<file path="src/rtl/id_ex_latch.sv">
// ID/EX pipeline register with load-use hazard detection; bubbles on flush or load-use.
// Latency: 1 clock from ID inputs to EX outputs; o_hazard_stall is combinational (0 cycles).
// Backpressure: i_step=0 freezes the latch; o_hazard_stall asks PC/IF-ID to hold for one edge.
module id_ex_latch #(
    parameter int NB_DATA  = 32,
    parameter int NB_REG   = 5,
    parameter int NB_ALUOP = 4
) (
    input  logic                i_clock,
    input  logic                i_reset,
    input  logic                i_step,
    input  logic                i_flush,
    input  logic                i_valid,
    input  logic [NB_DATA-1:0]  i_pc_plus4,
    input  logic [NB_DATA-1:0]  i_rs_data,
    input  logic [NB_DATA-1:0]  i_rt_data,
    input  logic [NB_DATA-1:0]  i_ext_imm,
    input  logic [NB_REG-1:0]   i_rs,
    input  logic [NB_REG-1:0]   i_rt,
    input  logic [NB_REG-1:0]   i_rd,
    input  logic [NB_REG-1:0]   i_shamt,
    input  logic                i_uses_rs,
    input  logic                i_uses_rt,
    input  logic                i_RegWrite,
    input  logic                i_MemRead,
    input  logic                i_MemWrite,
    input  logic                i_MemToReg,
    input  logic                i_ALUSrc,
    input  logic [1:0]          i_RegDst,
    input  logic [NB_ALUOP-1:0] i_ALUOp,
    output logic                o_valid,
    output logic [NB_DATA-1:0]  o_pc_plus4,
    output logic [NB_DATA-1:0]  o_rs_data,
    output logic [NB_DATA-1:0]  o_rt_data,
    output logic [NB_DATA-1:0]  o_ext_imm,
    output logic [NB_REG-1:0]   o_rs,
    output logic [NB_REG-1:0]   o_rt,
    output logic [NB_REG-1:0]   o_rd,
    output logic [NB_REG-1:0]   o_shamt,
    output logic                o_RegWrite,
    output logic                o_MemRead,
    output logic                o_MemWrite,
    output logic                o_MemToReg,
    output logic                o_ALUSrc,
    output logic [1:0]          o_RegDst,
    output logic [NB_ALUOP-1:0] o_ALUOp,
    output logic                o_hazard_stall
);

    // Decoded control word; cleared as a unit for bubbles and non-instructions.
    typedef struct packed {
        logic                reg_write;
        logic                mem_read;
        logic                mem_write;
        logic                mem_to_reg;
        logic                alu_src;
        logic [1:0]          reg_dst;
        logic [NB_ALUOP-1:0] alu_op;
    } ctrl_t;

    // Operands and instruction fields carried to EX.
    typedef struct packed {
        logic [NB_DATA-1:0] pc_plus4;
        logic [NB_DATA-1:0] rs_data;
        logic [NB_DATA-1:0] rt_data;
        logic [NB_DATA-1:0] ext_imm;
        logic [NB_REG-1:0]  rs;
        logic [NB_REG-1:0]  rt;
        logic [NB_REG-1:0]  rd;
        logic [NB_REG-1:0]  shamt;
    } data_t;

    logic  valid_d, valid_q;
    ctrl_t ctrl_d,  ctrl_q;
    data_t data_d,  data_q;
    ctrl_t ctrl_in;
    data_t data_in;
    logic  hazard;

    assign ctrl_in = '{reg_write:  i_RegWrite,
                       mem_read:   i_MemRead,
                       mem_write:  i_MemWrite,
                       mem_to_reg: i_MemToReg,
                       alu_src:    i_ALUSrc,
                       reg_dst:    i_RegDst,
                       alu_op:     i_ALUOp};

    assign data_in = '{pc_plus4: i_pc_plus4,
                       rs_data:  i_rs_data,
                       rt_data:  i_rt_data,
                       ext_imm:  i_ext_imm,
                       rs:       i_rs,
                       rt:       i_rt,
                       rd:       i_rd,
                       shamt:    i_shamt};

    // Load in EX whose destination ($zero excluded) is read by the instruction in ID.
    // Deliberately not gated by i_step so upstream sees the request even while frozen.
    always_comb begin
        hazard = valid_q & ctrl_q.mem_read & i_valid & (data_q.rt != '0) &
                 ((i_uses_rs & (i_rs == data_q.rt)) | (i_uses_rt & (i_rt == data_q.rt)));
    end

    // Next-state: freeze, then bubble (flush or load-use), then normal load.
    always_comb begin
        valid_d = valid_q;
        ctrl_d  = ctrl_q;
        data_d  = data_q;
        if (!i_step) begin
            valid_d = valid_q;
        end else if (i_flush || hazard) begin
            valid_d = 1'b0;
            ctrl_d  = '0;
            data_d  = '0;
        end else begin
            valid_d = i_valid;
            data_d  = data_in;
            // A non-instruction still carries data but must never write state.
            ctrl_d  = i_valid ? ctrl_in : '0;
        end
    end

    // Pipeline register with asynchronous clear.
    always_ff @(posedge i_clock or negedge i_reset) begin
        if (!i_reset) begin
            valid_q <= 1'b0;
            ctrl_q  <= '0;
            data_q  <= '0;
        end else begin
            valid_q <= valid_d;
            ctrl_q  <= ctrl_d;
            data_q  <= data_d;
        end
    end

    assign o_valid        = valid_q;
    assign o_pc_plus4     = data_q.pc_plus4;
    assign o_rs_data      = data_q.rs_data;
    assign o_rt_data      = data_q.rt_data;
    assign o_ext_imm      = data_q.ext_imm;
    assign o_rs           = data_q.rs;
    assign o_rt           = data_q.rt;
    assign o_rd           = data_q.rd;
    assign o_shamt        = data_q.shamt;
    assign o_RegWrite     = ctrl_q.reg_write;
    assign o_MemRead      = ctrl_q.mem_read;
    assign o_MemWrite     = ctrl_q.mem_write;
    assign o_MemToReg     = ctrl_q.mem_to_reg;
    assign o_ALUSrc       = ctrl_q.alu_src;
    assign o_RegDst       = ctrl_q.reg_dst;
    assign o_ALUOp        = ctrl_q.alu_op;
    assign o_hazard_stall = hazard;

endmodule

</file>
<file path="config.mk">
export PLATFORM = sky130hd
export DESIGN_NAME = id_ex_latch
export DESIGN_NICKNAME = d
export VERILOG_FILES = /design/src/rtl/id_ex_latch.sv
export SDC_FILE = /design/constraint.sdc
export NUM_CORES = 1
export LEC_CHECK = 0
export ABC_AREA = 1
export CORE_MARGIN = 2
export CORE_UTILIZATION = 45
export CTS_BUF_LIST = sky130_fd_sc_hd__clkbuf_4
export DETAILED_ROUTE_END_ITERATION = 6
export HOLD_SLACK_MARGIN = 0.15
export PLACE_DENSITY = 0.91
export SLEW_MARGIN = 30
export SYNTH_ARGS = -nofsm -noshare
export SYNTH_HDL_FRONTEND = slang
export SYNTH_SLANG_ARGS = --single-unit
export TNS_END_PERCENT = 1
</file>
<file path="constraint.sdc">
create_clock -name i_clock -period 4.3 [get_ports i_clock]
set_clock_uncertainty 0.1 [all_clocks]
set_input_delay 0.43 -clock i_clock [delete_from_list [all_inputs] [get_ports i_clock]]
set_output_delay 0.43 -clock i_clock [all_outputs]
set_load 0.01 [all_outputs]
</file>
==> flow_metrics.tcl <==
set metrics [dict create \
    outcome "finished, final reports clean" \
    p_switching_mw 0.9955 \
    grt_pass1_vias 6396 \
    finalMaxSlewViolations 0 \
    ys_seq_area_share_pct 56.82 \
    fin_cells 1302 \
    fin_nets 1244 \
    io_pins 327 \
    synth_compound_area_share_pct 15.31 \
    worstSetupStartpointType "register" \
    synth_area_mm2 0.007047 \
    crit_path_cell_trace "inv_2 > nand2_1 > nand2_1 > nor2_1 > nand3_1 > nand2_2 > nand2_4 > inv_1 > clkdlybuf4s50_1" \
    holdWs_ns 0.2773 \
    timing_worst_setup_path_type "reg2out" \
    crit_top_cell "nand2_1" \
    final_common_cell "nand2_1" \
    synth_cells 777 \
    hold_viol 0 \
    muxShareOfSynthArea_pct 0 \
    end_kind "output port" \
    crit_path_top_delay_cell "clkdlybuf4s50_1" \
    globalplace.congestion 0.8769 \
    synth-xor-area-share_pct 0 \
    wl_mm 20.48 \
    crit_family "buffers and inverters" \
    fin_area_mm2 0.01059 \
    final_cell_mix "359 x nand2_1, 324 x clkdlybuf4s50_1, 160 x dfrtp_1, 90 x o21ai_2, 30 x o21ai_1" \
    rows 45 \
    cts_buffer_depth 2 \
    area_growth_pct 50.28 \
    firstDrtPassIters 4 \
    relSlewSlack_pct 46.57 \
    synth.ff_latch_count 160 \
    core_area_mm2 0.01526 \
    p_clk_share_pct 26.7 \
    worst_pin_slew_ns 0.8015 \
    cap_viol_max_count 0 \
    fmax_mhz 361.6 \
    die_area_mm2 0.01668 \
    grt_pass1_wl_mm 32.16 \
    drive_gt1_share_pct 12.92 \
    seq_power_share_pct 50.6 \
    synth_top_family_by_area "simple AND/OR/NAND/NOR gates" \
    track_usage_pct 24.76 \
    detail-route-antenna-nets 0 \
    numCtsBuffers 17 \
    synth-adder-area-share_pct 0 \
    post-route-util_pct 69.41 \
    start_util_pct 46.18 \
    syn-mean-instance-area_um2 9.069 \
    portBuffers 326 \
    worstSkewPairLatency_ns 0.57 \
    path_clk_slew_ns 0.15 \
    grt_antenna_before_repair 0 \
    grt.overflow.total 0 \
    p_leak_nw 4.814 \
    worstPathArrival_ns 2.24 \
    htreeDepth 4 \
    power_density_mw_per_mm2 314.5 \
    wl_per_cell_um 15.73 \
    slowest_delay_ns 0.53 \
    die_h_um 129.1 \
    power.share.switching_pct 29.89 \
    fin_crit_sh_pct 64.32 \
    grt_max_degree 100 \
    via_per_inst 4.939 \
    setup_tns_ns 0 \
    hp-class "in2reg" \
    cts_tree "yes" \
    synthSimpleGateAreaFrac_pct 21.40 \
    rsz0062_at_grt "no" \
    post-place-ws_ns 1.391 \
    critPathBufInv 3 \
    critPathMaxFanout 14 \
    fp.dieW_um 129.1 \
    cts_resized 0 \
    total_power_mw 3.331 \
    min_period_ns 2.766 \
    clock-sinks 160 \
    combPwrFrac_pct 22.7 \
    drt_iter0_drc 398 \
    clockRootBuffer "clkbuf_4" \
    synth.distinct_cells 19 \
    irDropWorstVdd_mv 0.1895 \
    yosys_warnings 0 \
    internal_power_mw 2.335 \
    fillers 1158 \
    syn-num-nets 943 \
    critPathRequiredTime_ns 3.77 \
    antenna_cells 0 \
    finalSetupViolations 0 \
    vias 6430 \
    setup_slack_ns 1.534 \
    dpl.hpwl_mm 14.62 \
    post-route-drc-count 0 \
    placedCellCount 1269 \
    placed_cell_area_mm2 0.01030 \
]
[final timing paths]
path | from | end | slack, ns | cells past startpoint
worst max-delay path | o_rt[0]$_DFFE_PN0P_ | o_hazard_stall | 1.53 | 9
worst min-delay path | i_step | o_ext_imm[26]$_DFFE_PN0P_ | 0.28 | 3
worst max register to register | o_rt[0]$_DFFE_PN0P_ | o_pc_plus4[0]$_DFFE_PN0P_ | 1.91 | 10
worst min register to register | o_RegDst[0]$_DFFE_PN0P_ | o_RegDst[0]$_DFFE_PN0P_ | 0.40 | 2
max in group asynchronous | i_reset | o_rs_data[12]$_DFFE_PN0P_ | 2.71 | 3
min in group asynchronous | i_reset | o_ext_imm[21]$_DFFE_PN0P_ | 0.39 | 2
[kinds of logic after synthesis]
family | count (synthesis)
buffers and inverters | 82
AO/OA/AOI/OAI | 148
AND/OR/NAND/NOR | 387
flip-flops | 160
[metal layers]
layer | vias to the layer above | GRT usage, % | wire [um]
met1 | 3054 | 28.80 | 7759
li1 | 3058 | - | -
met4 | 0 | 10.81 | 685
met3 | 44 | 8.051 | 1751
met5 | - | 0 | 0
met2 | 274 | 42.04 | 10280
[cell usage after synthesis]
cell	instances	area [um2]
buf_1	2	7.510
buf_12	1	20.02
buf_2	4	20.02
buf_4	1	7.510
buf_6	3	33.78
buf_8	9	135.1
clkbuf_1	34	127.6
dfrtp_1	160	4004
inv_1	23	86.33
inv_2	5	18.77
nand2_1	359	1348
nand2_2	1	6.260
nand2_4	2	22.52
nand3_1	2	10.01
nand4_1	14	87.58
nor2_1	9	33.78
o21ai_0	28	140.1
o21ai_1	30	150.1
o21ai_2	90	788.3
[registers in the layout, indices dropped and copies added, names as in the netlist, 5 cells and up]
| name | cells |
|---|---|
| o_rs_data | 32 |
| o_rt | 5 |
| o_rs | 5 |
| o_shamt | 5 |
| o_rt_data | 32 |
| o_rd | 5 |
| o_ext_imm | 32 |
| o_pc_plus4 | 32 |
[power groups by stage]
stage | clock [mW] | sequential, mW | combinational [mW]
floorplan | 0 | 1.76 | 0.242
global placement | 0 | 1.71 | 0.746
finish | 0.891 | 1.69 | 0.755
global route | 0.979 | 1.70 | 0.819
CTS | 0.919 | 1.68 | 0.762
detailed placement | 0 | 1.71 | 0.758
[what timing repair did]
action | CTS | global route
setup buffers | 0 | 0
endpoints found under the setup margin | 0 | 0
endpoints found under the hold margin | 97 | 0
hold buffers | 1 | 0
[final cells by class]
type                            count  area, um2  share of cell area [%]
Sequential cell                   160       4004                   37.81
Timing Repair Buffer              336       3342                   31.56
Multi-Input combinational cell    535       2595                   24.50
Tap cell                          211      264.0                   2.493
Clock inverter                     15      150.1                   1.418
Clock buffer                       17      127.6                   1.205
Inverter                           28      107.6                   1.016
[worst reg2reg max path, stage by stage (launching register included)]
cell     delay (ns)
dfrtp_1        0.46
inv_2          0.06
nand2_1        0.07
nand2_1        0.05
nor2_1         0.08
nand3_1        0.10
nand2_2        0.10
nand2_4        0.13
nand2_8        0.46
buf_4          0.54
o21ai_1        0.11
Note: power is estimated with default switching activity, not from simulation.
